## config.mk

```make
export PLATFORM = sky130hd
export DESIGN_NAME = serial_bus_unit_flat
export DESIGN_NICKNAME = d
export VERILOG_FILES = /design/src/rtl/serial_bus_unit_pkg.sv /design/src/rtl/serial_bus_unit_if.sv /design/src/rtl/serial_bus_unit_word_fifo.sv /design/src/rtl/serial_bus_unit.sv /design/src/flat_wrapper.sv
export SDC_FILE = /design/constraint.sdc
export NUM_CORES = 1
export LEC_CHECK = 0
export BUFFER_PORTS_ARGS = -buffer_cell sky130_fd_sc_hd__buf_2
export CAP_MARGIN = 5
export CORE_AREA = 2 2 150 79
export DETAILED_ROUTE_END_ITERATION = 8
export DIE_AREA = 0 0 152 81
export PLACE_DENSITY = 0.82
export SYNTH_ARGS = -nofsm -noshare
export SYNTH_HDL_FRONTEND = slang
export SYNTH_SLANG_ARGS = --single-unit
```

## constraint.sdc

```tcl
create_clock -name clk -period 3.42 [get_ports clk]
set_input_delay 0.513 -clock clk [delete_from_list [all_inputs] [get_ports clk]]
set_output_delay 0.513 -clock clk [all_outputs]
set_load 0.02 [all_outputs]
```

## src/rtl/serial_bus_unit_pkg.sv

```systemverilog
// serial_bus_unit shared types and helpers.
// Imported by the serializer/deserializer top.
package serial_bus_unit_pkg;

  typedef enum logic {
    IDLE  = 1'b0,
    SHIFT = 1'b1
  } bus_tx_state_t;

  function automatic int beats_of(
    input int data_w,
    input int bus_w
  );
    return data_w / bus_w;
  endfunction

  localparam int BEATS_DEF = beats_of(16, 8);

endpackage

```

## src/rtl/serial_bus_unit_if.sv

```systemverilog
// Narrow byte bus between the core and the external controller.
// master = core side, slave = external side.
interface serial_bus_unit_if #(
  parameter int BUS_W = 8,
  parameter int N_CH  = 3
);

  logic [BUS_W-1:0] out_bus;
  logic             out_valid;
  logic             ard_receive_ready;
  logic [N_CH-1:0]  bus_sel;
  logic [BUS_W-1:0] in_bus;
  logic             ard_data_ready;

  modport master (
    output out_bus,
    output out_valid,
    output bus_sel,
    input  ard_receive_ready,
    input  in_bus,
    input  ard_data_ready
  );

  modport slave (
    input  out_bus,
    input  out_valid,
    input  bus_sel,
    output ard_receive_ready,
    output in_bus,
    output ard_data_ready
  );

endinterface

```

## src/rtl/serial_bus_unit_word_fifo.sv

```systemverilog
// Synchronous word FIFO; push on full succeeds only with a pop.
// Head reads as zero while empty.
module word_fifo #(
  parameter int DATA_W   = 16,
  parameter int RX_DEPTH = 4
) (
  input  logic                      clk,
  input  logic                      rst,
  input  logic                      push,
  input  logic                      pop,
  input  logic [DATA_W-1:0]         wdata,
  output logic [DATA_W-1:0]         rdata,
  output logic                      full,
  output logic                      empty,
  output logic [$clog2(RX_DEPTH):0] count
);

  localparam int AW = $clog2(RX_DEPTH);
  localparam int CW = AW + 1;

  logic [DATA_W-1:0] mem [RX_DEPTH];
  logic [AW-1:0]     wr_ptr;
  logic [AW-1:0]     rd_ptr;
  logic              do_push;
  logic              do_pop;

  assign empty   = (count == '0);
  assign full    = (count == CW'(RX_DEPTH));
  assign do_pop  = pop && !empty;
  assign do_push = push && (!full || do_pop);
  assign rdata   = empty ? '0 : mem[rd_ptr];

  always_ff @(posedge clk) begin
    if (do_push) mem[wr_ptr] <= wdata;
  end

  always_ff @(posedge clk) begin
    if (rst) begin
      wr_ptr <= '0;
      rd_ptr <= '0;
      count  <= '0;
    end else begin
      if (do_push) wr_ptr <= wr_ptr + 1'b1;
      if (do_pop)  rd_ptr <= rd_ptr + 1'b1;
      unique case ({do_push, do_pop})
        2'b10:   count <= count + 1'b1;
        2'b01:   count <= count - 1'b1;
        default: count <= count;
      endcase
    end
  end

endmodule

```

## src/rtl/serial_bus_unit.sv

```systemverilog
// Arbitrated N-channel word serializer plus beat deserializer
// with an RX word FIFO and sticky error flags.
module serial_bus_unit
  import serial_bus_unit_pkg::*;
#(
  parameter int DATA_W   = 16,
  parameter int BUS_W    = 8,
  parameter int N_CH     = 3,
  parameter int RX_DEPTH = 4
) (
  input  logic                         clk,
  input  logic                         rst,
  input  logic [N_CH-1:0]              tx_load,
  input  logic [N_CH-1:0][DATA_W-1:0]  tx_data,
  output logic [N_CH-1:0]              tx_busy,
  serial_bus_unit_if.master            bus,
  input  logic                         rx_flush,
  output logic [DATA_W-1:0]            rx_word,
  output logic                         rx_valid,
  input  logic                         rx_pop,
  output logic [$clog2(RX_DEPTH):0]    rx_count,
  output logic                         err_tx_collide,
  output logic                         err_rx_overflow,
  input  logic                         err_clr
);

  localparam int BEATS = beats_of(DATA_W, BUS_W);
  localparam int TW    = (BEATS > 1) ? $clog2(BEATS) : 1;
  localparam int GW    = (N_CH > 1) ? $clog2(N_CH) : 1;

  localparam logic [TW-1:0] LAST_BEAT = TW'(BEATS - 1);
  localparam logic [GW-1:0] LAST_CH   = GW'(N_CH - 1);

  bus_tx_state_t state;
  bus_tx_state_t state_nx;

  logic [N_CH-1:0]   pending;
  logic [DATA_W-1:0] hold [N_CH];
  logic [DATA_W-1:0] sh_q;
  logic [TW-1:0]     beat_q;
  logic [N_CH-1:0]   sel_q;
  logic [GW-1:0]     act_q;
  logic [GW-1:0]     last_q;
  logic [GW-1:0]     grant;
  logic [GW-1:0]     cand;
  logic              found;
  int                j;

  logic load_sh;
  logic adv;
  logic done;
  logic collide;

  assign tx_busy       = pending;
  assign bus.bus_sel   = sel_q;
  assign bus.out_valid = (state == SHIFT);
  assign bus.out_bus   = bus.out_valid
                       ? sh_q[DATA_W-1 -: BUS_W]
                       : '0;
  assign collide       = |(tx_load & pending);

  // Round-robin search starting just after the last served channel.
  always_comb begin
    grant = '0;
    cand  = '0;
    found = 1'b0;
    j     = 0;
    for (int k = 1; k <= N_CH; k++) begin
      j    = (int'(last_q) + k) % N_CH;
      cand = GW'(j);
      if (!found && pending[cand]) begin
        found = 1'b1;
        grant = cand;
      end
    end
  end

  always_ff @(posedge clk) begin
    if (rst) state <= IDLE;
    else     state <= state_nx;
  end

  always_comb begin
    state_nx = state;
    load_sh  = 1'b0;
    adv      = 1'b0;
    done     = 1'b0;
    unique case (state)
      IDLE: begin
        if (|pending) begin
          load_sh  = 1'b1;
          state_nx = SHIFT;
        end
      end
      SHIFT: begin
        if (bus.ard_receive_ready) begin
          adv = 1'b1;
          if (beat_q == LAST_BEAT) begin
            done     = 1'b1;
            state_nx = IDLE;
          end
        end
      end
      default: state_nx = IDLE;
    endcase
  end

  always_ff @(posedge clk) begin
    if (rst) begin
      sh_q   <= '0;
      beat_q <= '0;
      sel_q  <= '0;
      act_q  <= '0;
      last_q <= LAST_CH;
    end else if (load_sh) begin
      sh_q   <= hold[grant];
      beat_q <= '0;
      sel_q  <= N_CH'(1) << grant;
      act_q  <= grant;
    end else if (adv) begin
      sh_q   <= sh_q << BUS_W;
      beat_q <= beat_q + 1'b1;
      if (done) begin
        beat_q <= '0;
        sel_q  <= '0;
        last_q <= act_q;
      end
    end
  end

  always_ff @(posedge clk) begin
    if (rst) begin
      pending <= '0;
    end else begin
      if (done) pending[act_q] <= 1'b0;
      for (int i = 0; i < N_CH; i++) begin
        if (tx_load[i] && !pending[i]) pending[i] <= 1'b1;
      end
    end
  end

  // A held word is never overwritten while its channel is pending.
  always_ff @(posedge clk) begin
    for (int i = 0; i < N_CH; i++) begin
      if (tx_load[i] && !pending[i]) hold[i] <= tx_data[i];
    end
  end

  logic [TW-1:0]     rx_beat;
  logic [DATA_W-1:0] rx_asm;
  logic [DATA_W-1:0] rx_next;
  logic              rx_push;
  logic              fifo_full;
  logic              fifo_empty;
  logic              overflow;

  assign rx_next  = (rx_asm << BUS_W) | DATA_W'(bus.in_bus);
  assign rx_push  = bus.ard_data_ready && !rx_flush
                 && (rx_beat == LAST_BEAT);
  assign overflow = rx_push && fifo_full && !rx_pop;
  assign rx_valid = !fifo_empty;

  always_ff @(posedge clk) begin
    if (rst) begin
      rx_beat <= '0;
      rx_asm  <= '0;
    end else if (rx_flush) begin
      rx_beat <= '0;
    end else if (bus.ard_data_ready) begin
      rx_asm  <= rx_next;
      rx_beat <= rx_push ? '0 : rx_beat + 1'b1;
    end
  end

  word_fifo #(
    .DATA_W   (DATA_W),
    .RX_DEPTH (RX_DEPTH)
  ) u_rx_fifo (
    .clk   (clk),
    .rst   (rst),
    .push  (rx_push),
    .pop   (rx_pop),
    .wdata (rx_next),
    .rdata (rx_word),
    .full  (fifo_full),
    .empty (fifo_empty),
    .count (rx_count)
  );

  // An error event in the same cycle as err_clr keeps the flag set.
  always_ff @(posedge clk) begin
    if (rst) begin
      err_tx_collide  <= 1'b0;
      err_rx_overflow <= 1'b0;
    end else begin
      if (collide)      err_tx_collide <= 1'b1;
      else if (err_clr) err_tx_collide <= 1'b0;
      if (overflow)     err_rx_overflow <= 1'b1;
      else if (err_clr) err_rx_overflow <= 1'b0;
    end
  end

endmodule
```

## src/flat_wrapper.sv

```systemverilog
// flat-port wrapper written by rule: the top's interface ports become plain ports
module serial_bus_unit_flat import serial_bus_unit_pkg::*;
#(
  parameter int DATA_W   = 16,
  parameter int BUS_W    = 8,
  parameter int N_CH     = 3,
  parameter int RX_DEPTH = 4
)
  (clk, rst, tx_load, tx_data, tx_busy, rx_flush, rx_word, rx_valid, rx_pop, rx_count, err_tx_collide, err_rx_overflow, err_clr, bus_out_bus, bus_out_valid, bus_bus_sel, bus_ard_receive_ready, bus_in_bus, bus_ard_data_ready);
  serial_bus_unit_if #(.BUS_W(BUS_W), .N_CH(N_CH)) bus_i ();
  input  logic clk;
  input  logic rst;
  input  logic [N_CH-1:0] tx_load;
  input  logic [N_CH-1:0][DATA_W-1:0] tx_data;
  output logic [N_CH-1:0] tx_busy;
  input  logic rx_flush;
  output logic [DATA_W-1:0] rx_word;
  output logic rx_valid;
  input  logic rx_pop;
  output logic [$clog2(RX_DEPTH):0] rx_count;
  output logic err_tx_collide;
  output logic err_rx_overflow;
  input  logic err_clr;
  output wire logic [$bits(bus_i.out_bus)-1:0] bus_out_bus;
  output wire logic [$bits(bus_i.out_valid)-1:0] bus_out_valid;
  output wire logic [$bits(bus_i.bus_sel)-1:0] bus_bus_sel;
  input wire logic [$bits(bus_i.ard_receive_ready)-1:0] bus_ard_receive_ready;
  input wire logic [$bits(bus_i.in_bus)-1:0] bus_in_bus;
  input wire logic [$bits(bus_i.ard_data_ready)-1:0] bus_ard_data_ready;
  assign bus_out_bus = bus_i.out_bus;
  assign bus_out_valid = bus_i.out_valid;
  assign bus_bus_sel = bus_i.bus_sel;
  assign bus_i.ard_receive_ready = bus_ard_receive_ready;
  assign bus_i.in_bus = bus_in_bus;
  assign bus_i.ard_data_ready = bus_ard_data_ready;
  serial_bus_unit #(.DATA_W(DATA_W), .BUS_W(BUS_W), .N_CH(N_CH), .RX_DEPTH(RX_DEPTH)) u_core (.clk(clk), .rst(rst), .tx_load(tx_load), .tx_data(tx_data), .tx_busy(tx_busy), .bus(bus_i), .rx_flush(rx_flush), .rx_word(rx_word), .rx_valid(rx_valid), .rx_pop(rx_pop), .rx_count(rx_count), .err_tx_collide(err_tx_collide), .err_rx_overflow(err_rx_overflow), .err_clr(err_clr));
endmodule
```

==> Yosys cells after proc, flatten, opt, wreduce, memory -nomap -nowiden <==
Memory sizes are Yosys's and may differ from the RTL's. A register that Yosys moved wholly into a read port is not among the register bits.
Cells that the tools add are included.
{ "op_classes": {"n_addsub": 9, "n_mul": 0, "div": 3, "order_cmp": 5, "eq_ne": 3, "shift": 1, "muxes": 50, "bitwise": 7, "n_reduce_logical": 38} }
{ "ops": {"columns": ["operator", "n"], "rows": [
  ["remainder unit 32 x 3 -> 32 bit (second input constant)", 3],
  ["2-to-1 mux 16 bit", 3],
  ["2-to-1 mux 1 bit", 31],
  ["OR 16 x 8 -> 16 bit", 1],
  ["nonzero test 2 bit", 8],
  ["logical AND 1 bit", 12],
  ["< comparator 2 x 3 -> 1 bit (second input constant)", 4],
  ["2-to-1 mux 3 bit", 4],
  ["2-to-1 mux 2 bit", 5],
  ["zero test 1 bit", 9],
  ["2-to-1 mux 8 bit", 1],
  ["adder 2 x 2 -> 3 bit (second input constant)", 2],
  ["bitwise AND 3 bit", 2],
  ["binary-select mux 1 bit (select 2 bit)", 3],
  ["one-hot mux 3 bit (2 select lines)", 1],
  ["OR reduction 3 bit", 2],
  ["adder 2 x 1 -> 2 bit (second input constant)", 2],
  ["AND reduction 2 bit", 2],
  ["OR reduction 2 bit", 2],
  ["adder 2 x 1 -> 3 bit (second input constant)", 1],
  ["adder 3 x 1 -> 3 bit (second input constant)", 1],
  ["equality test 3 bit (second input constant)", 1],
  ["zero test 3 bit", 1],
  ["NOT 1 bit", 3],
  ["11 further kinds", 12]
]} }
{ "totals": {"regBits": 46, "latchBits": 0, "mem_bits_rw": 112, "rom_bits": 0, "input_bits": 66, "out_inout_bits": 37, "word_cells": 134, "mem_count": 2} }
{ "memory_table": {"columns": ["name", "words", "word_bits", "rd", "rd_ports_with_merged_regs", "write_ports", "line_no", "rtl"], "rows": [
  ["u_core.u_rx_fifo.mem", 4, 16, 1, 1, 1, "serial_bus_unit_word_fifo.sv:21", "logic [DATA_W-1:0] mem [RX_DEPTH];"],
  ["u_core.hold", 3, 16, 1, 0, 3, "serial_bus_unit.sv:38", "logic [DATA_W-1:0] hold [N_CH];"]
]} }

==> Depth between registers and ports, before layout <==
{ "depth": {"ltp_word": 13, "mapped_depth": 10, "ltp_nobuf": 8} }

==> Cells and area by module <==
From an unflattened synthesis, not the netlist that was laid out.
{ "unflattened": {"cells_unflattened": 457, "hier_area_um2": 6520.0} }
{ "by_module_without_submodules": {"columns": ["module", "instances", "cells_per_inst", "area_each_um2", "seq_area_each_um2"], "rows": [
  ["serial_bus_unit", 1, 301, 3555.9, 2222.1],
  ["word_fifo", 1, 156, 2964.1, 2102.0]
]} }

==> Worst setup path after synthesis <==
Ideal clock, no wire load.
{ "synth_timing": {"path_type": "register to register", "from": "reg u_core.u_rx_fifo.count[1]", "to": "reg u_core.u_rx_fifo.count[2]", "setup_ns": 0.128, "t_arrival_ns": 2.286, "t_required_ns": 3.292, "setup_slack_ns": 1.006, "path_stages_with_launch": 8, "n_path_buf": 1, "period_less_slack_ns": 2.414, "path_cell_list": "dfxtp_1 or3_1 clkbuf_1 nand3_1 fa_1 or3_1 a311oi_1 nor2_1"} }
{ "synth_between": {"elab_chain_cells": 7, "elab_cells_between_ends": 13, "classes_between": "2 x add/sub; 3 x eq/ne; 1 x mux; 7 x reduce/logical"} }
{ "synth_lines": {"columns": ["item", "line_no", "rtl"], "rows": [
  ["from (decl)", "serial_bus_unit_word_fifo.sv:15", "output logic [$clog2(RX_DEPTH):0] count"],
  ["from (signal assigned)", "serial_bus_unit_word_fifo.sv:46", "2'b10: count <= count + 1'b1;"],
  ["from (signal assigned)", "serial_bus_unit_word_fifo.sv:47", "2'b01: count <= count - 1'b1;"],
  ["from (signal assigned)", "serial_bus_unit_word_fifo.sv:48", "default: count <= count;"],
  ["zero test 3 bit *", "serial_bus_unit_word_fifo.sv:27", "assign empty = (count == '0);"],
  ["zero test 1 bit *", null, null],
  ["net rx_valid", "flat_wrapper.sv:18", "output logic rx_valid;"],
  ["logical AND 1 bit *", "serial_bus_unit_word_fifo.sv:29", "assign do_pop = pop && !empty;"],
  ["logical OR 1 bit", "serial_bus_unit_word_fifo.sv:30", "assign do_push = push && (!full || do_pop);"],
  ["logical AND 1 bit", "serial_bus_unit_word_fifo.sv:30", null],
  ["equality test 2 x 1 -> 1 bit or equality test 2 bit (tied branches)", "serial_bus_unit_word_fifo.sv:45", "unique case ({do_push, do_pop})"],
  ["one-hot mux 3 bit (2 select lines) or nonzero test 2 bit (tied branches)", null, null]
]} }
The timed path passes the listed nets; every way through them passes the cells marked *.
A chain may end at the register's enable or synchronous reset.

==> Worst setup path after layout <==
{ "layout_timing": {"from": "reg u_core.last_q[0]", "to": "reg u_core.sh_q[13]"} }
{ "layout_between": {"elab_chain_cells": 13, "elab_cells_between_ends": 23, "classes_between": "3 x add/sub; 3 x div; 12 x mux; 4 x reduce/logical; 1 x memory"} }
{ "layout_lines": {"columns": ["item", "line_no", "rtl"], "rows": [
  ["from (decl)", "serial_bus_unit.sv:43", "logic [GW-1:0] last_q;"],
  ["from (signal assigned)", "serial_bus_unit.sv:126", "last_q <= act_q;"],
  ["adder 2 x 1 -> 3 bit", "serial_bus_unit.sv:69", "j = (int'(last_q) + k) % N_CH;"],
  ["remainder unit 32 x 3 -> 32 bit", "serial_bus_unit.sv:69", null],
  ["binary-select mux 1 bit (select 2 bit)", "serial_bus_unit.sv:71", "if (!found && pending[cand]) begin"],
  ["2-to-1 mux 1 bit (implied by the code)", "serial_bus_unit.sv:71", null],
  ["2-to-1 mux 1 bit", "serial_bus_unit.sv:71", null],
  ["zero test 1 bit", "serial_bus_unit.sv:71", null],
  ["logical AND 1 bit", "serial_bus_unit.sv:71", null],
  ["2-to-1 mux 1 bit", "serial_bus_unit.sv:71", null],
  ["zero test 1 bit", "serial_bus_unit.sv:71", null],
  ["logical AND 1 bit", "serial_bus_unit.sv:71", null],
  ["2-to-1 mux 2 bit *", "serial_bus_unit.sv:71", null],
  ["memory read (3 x 16 bit) *", null, null],
  ["2-to-1 mux 16 bit *", "serial_bus_unit.sv:115", "end else if (load_sh) begin"],
  ["to (signal assigned)", "serial_bus_unit.sv:116", "sh_q <= hold[grant];"],
  ["to (signal assigned)", "serial_bus_unit.sv:121", "sh_q <= sh_q << BUS_W;"],
  ["to (decl)", "serial_bus_unit.sv:39", "logic [DATA_W-1:0] sh_q;"]
]} }
Every way passes the cells marked *; elsewhere a longest branch is shown, timed or not. The select of a mux whose other input is x is not followed.

==> flow_summary.toml <==
[outcome]
status = "finished, final reports clean"

[setup_path]
cp_slowest_cell = "o211a_1"
max_stage_delay_ps = 830
crit_family = "compound AO/OA/AOI/OAI gates"
cp-start-kind = "flop"
path_class = "reg2reg"
critPathBufInv = 1
crit_required_ps = 3730
rr_startpoint = "u_core.last_q[0]"
arrival_ps = 3380
cp-startpoint = "u_core.last_q[0]"
crit_path_end_kind = "flop"
critPathMaxFanout = 18
cp_cell_sequence = "inv_1 > ha_1 > nor2b_1 > o21ai_0 > o22a_1 > o211a_1 > mux2_4 > a221o_1"

[worst_hold_path]
hold_start = "tx_data[19]"
hold_path_class = "in2reg"

[global_route]
globalRoute.totalOverflow = 0
grt_max_degree = 36
grtUsageTotal_pct = 23.3
grt_first_pass_wirelength_mm = 21.3
grt_pass1_vias = 3970
antenna_found_initial = 1

[pwr]
p_clk_share_pct = 36.9
p_seq_share_pct = 44.3
pwr_density_cell_nw_per_um2 = 666
power_switching_mw = 1.48
ir_drop_mv = 0.434
leakage_nw = 2.91
p_sw_share_pct = 29.1
internal-power_mw = 3.61
p_comb_share_pct = 18.8

[cts]
postCtsHoldBufs = 0
cts_buffers = 17
htreeDepth = 4
cts_buffer_depth = 2
cts-root-buf = "clkbuf_16"
clk_latency_ps = 430
path_clk_slew_ps = 70
clkSinkCount = 160
ctsResizeCount = 0
cts_tree = "built"
postCtsSetupBuffers = 0

[sta]
skew_ps = 14.4
finalSetupTns_ps = 0
fin_crit_sh_pct = 89.9
slew_headroom_pct = 30.6
hold_viol_final = 0
fmax_ghz = 0.325
rsz0062_at_grt = "false"
maxSlewViolCount = 0
setup_viol = 0
worst_pin_slew_ps = 1040
finalWorstPathRequiredPeriod_ps = 3080

[routing]
drt-wirelength-per-cell_um = 19.7
first_iter_violations = 327
drt-pass1-iter-count = 5
routed_via_density = 5.67
vias = 4090
routed_wl_mm = 14.2
post-route-drc-count = 0
ant_nets = 0

[place]
port_buffers = 102
placed_cells = 689
globalplace.congestion = 0.840
hpwl_mm = 9.67

[synth]
yosysUniqueCellTypes = 53
synth_xor_area_share_pct = 0.821
synth_seq_cells = 160
yosysTopAreaCell = "edfxtp_1"
synth_cells = 450
synth_top_area_share_pct = 52.6
synth_seq_area_share_pct = 67.6
async_reset_ff_share_pct = 0
syn_area_um2 = 6400
synth_ff_type = "edfxtp_1"
synth_compound_area_share_pct = 7.16
synth.area.mux_share_pct = 9.07
avgSynthCellArea_um2 = 14.2
synth_fa_ha_area_share_pct = 1.88
synth_fp_nets = 525
synth_edf_count = 112
synth_warnings = 0
synth_top_family_by_area = "simple AND/OR/NAND/NOR gates"
yosys.area_share.simple_pct = 11.0
synth_area_leaders = "edfxtp_1 (53%), dfxtp_1 (15%), mux4_2 (5.6%), nand2_1 (3.1%), and2_1 (2.8%)"

[layout]
nets = 633
drive_gt1_share_pct = 30.5
fillers = 764
fin_cells = 721
areaGrowthSynthToFinish_pct = 19.4
multi_input_comb_area_um2 = 1910
antenna_cells = 0
regArea_um2 = 4320

[die]
coreArea_um2 = 11200
die-area_um2 = 12300
rows = 28
die_w_um = 152
die-height_um = 81
ioPinCount = 103
start_util_pct = 56.9

[flow_run]
drv_cap = 0
[registers in the layout, indices dropped and copies added, names as in the netlist, named ones only]
| signal | cells |
|---|---|
| u_core.u_rx_fifo.rd_ptr | 2 |
| u_core.u_rx_fifo.count | 3 |
| u_core.err_tx_collide | 1 |
| u_core.last_q | 2 |
| u_core.err_rx_overflow | 1 |
| u_core.bus.out_valid | 1 |
| u_core.rx_beat | 1 |
| u_core.rx_asm | 8 |
| u_core.hold | 48 |
| u_core.act_q | 2 |
| u_core.beat_q | 1 |
| u_core.bus.bus_sel | 3 |
| u_core.u_rx_fifo.wr_ptr | 2 |
| u_core.u_rx_fifo.mem | 64 |
| u_core.tx_busy | 3 |
| u_core.sh_q | 16 |
[power by group through the flow]
stage / combinational, mW / sequential, mW / clock (mW)
global placement: 0.928 / 2.29 / 0
finish: 0.958 / 2.26 / 1.88
floorplan: 0.666 / 2.28 / 0
CTS: 0.967 / 2.25 / 1.90
detailed placement: 0.959 / 2.29 / 0
global route: 1.04 / 2.27 / 1.97
[final timing paths]
check                       to  slack, ps  cells after the start
max            u_core.sh_q[13]        340                      8
max reg2reg    u_core.sh_q[13]        340                      8
min          u_core.hold[1][3]        260                      1
min reg2reg     u_core.sh_q[8]        480                      1
[layout by cell type (no fill, tap or decap), types with 4 or more instances in the layout]
| master | instances |
|---|---|
| mux2i_1 | 10 |
| edfxtp_1 | 112 |
| xnor2_1 | 4 |
| nor2b_1 | 9 |
| o221ai_1 | 8 |
| inv_1 | 15 |
| clkbuf_16 | 17 |
| nand2_1 | 53 |
| nand3_1 | 6 |
| and2_1 | 29 |
| inv_6 | 5 |
| dfxtp_1 | 48 |
| buf_4 | 8 |
| nor2_1 | 18 |
| a21oi_1 | 27 |
| inv_8 | 4 |
| mux2_4 | 8 |
| mux4_2 | 16 |
| a221o_1 | 8 |
| nand2b_1 | 7 |
| ha_1 | 8 |
| buf_2 | 102 |
[cell families after synthesis]
kind of cell	after synthesis
compound gates	65
xor+xnor	6
fa+ha+maj	9
buf+inv	36
flops	160
mux	34
simple gates	140
[metrics by stage]
stage / hold slack [ps] / util (%) / area (µm²) / total power [mW] / worst slack, ps
finish: 257 / 67.9 / 7640 / 5.09 / 344
global route: 246 / 67.9 / 7640 / 5.27 / 211
CTS: 247 / 67.9 / 7640 / 5.12 / 400
detailed placement: 463 / 62.7 / 7050 / 3.25 / 414
global placement: 450 / 62.7 / 7050 / 3.22 / 593
floorplan: 432 / - / 6400 / 2.95 / 1010
[layer usage]
layer  vias up  wire length (µm)  track usage, %
li1       1881                 -               -
met2       165              6280            35.2
met1      2023              6720            33.5
met3        19               997            5.76
met4         2               195            8.41
met5         -                12               0
[synth_stat cells, types with 2 or more instances]
| master | instances |
|---|---|
| or3_1 | 3 |
| clkbuf_1 | 12 |
| nor3_1 | 3 |
| a211oi_1 | 2 |
| edfxtp_1 | 112 |
| and2_1 | 29 |
| nand3_1 | 6 |
| mux4_2 | 16 |
| xor2_1 | 2 |
| nor2_1 | 18 |
| a221o_1 | 8 |
| nor2b_1 | 9 |
| ha_1 | 8 |
| a22oi_1 | 2 |
| buf_2 | 6 |
| nand2_1 | 53 |
| nor3_2 | 2 |
| mux2i_1 | 10 |
| o21ai_0 | 2 |
| mux2_4 | 8 |
| nand2b_1 | 7 |
| xnor2_1 | 4 |
| dfxtp_1 | 48 |
| o221ai_1 | 8 |
| or2_2 | 3 |
| inv_1 | 15 |
| a311oi_1 | 2 |
| a21oi_1 | 27 |
[cell type report]
| cell class | count | area share (%) |
|---|---|---|
| sequential | 160 | 56.6 |
| inverter | 15 | 0.737 |
| clock inverter | 15 | 2.13 |
| timing repair buffer | 110 | 7.47 |
| clock buffer | 17 | 5.57 |
| multi-input combinational | 254 | 25.1 |
| tap | 150 | 2.46 |
Note: power is estimated with default switching activity, not from simulation.
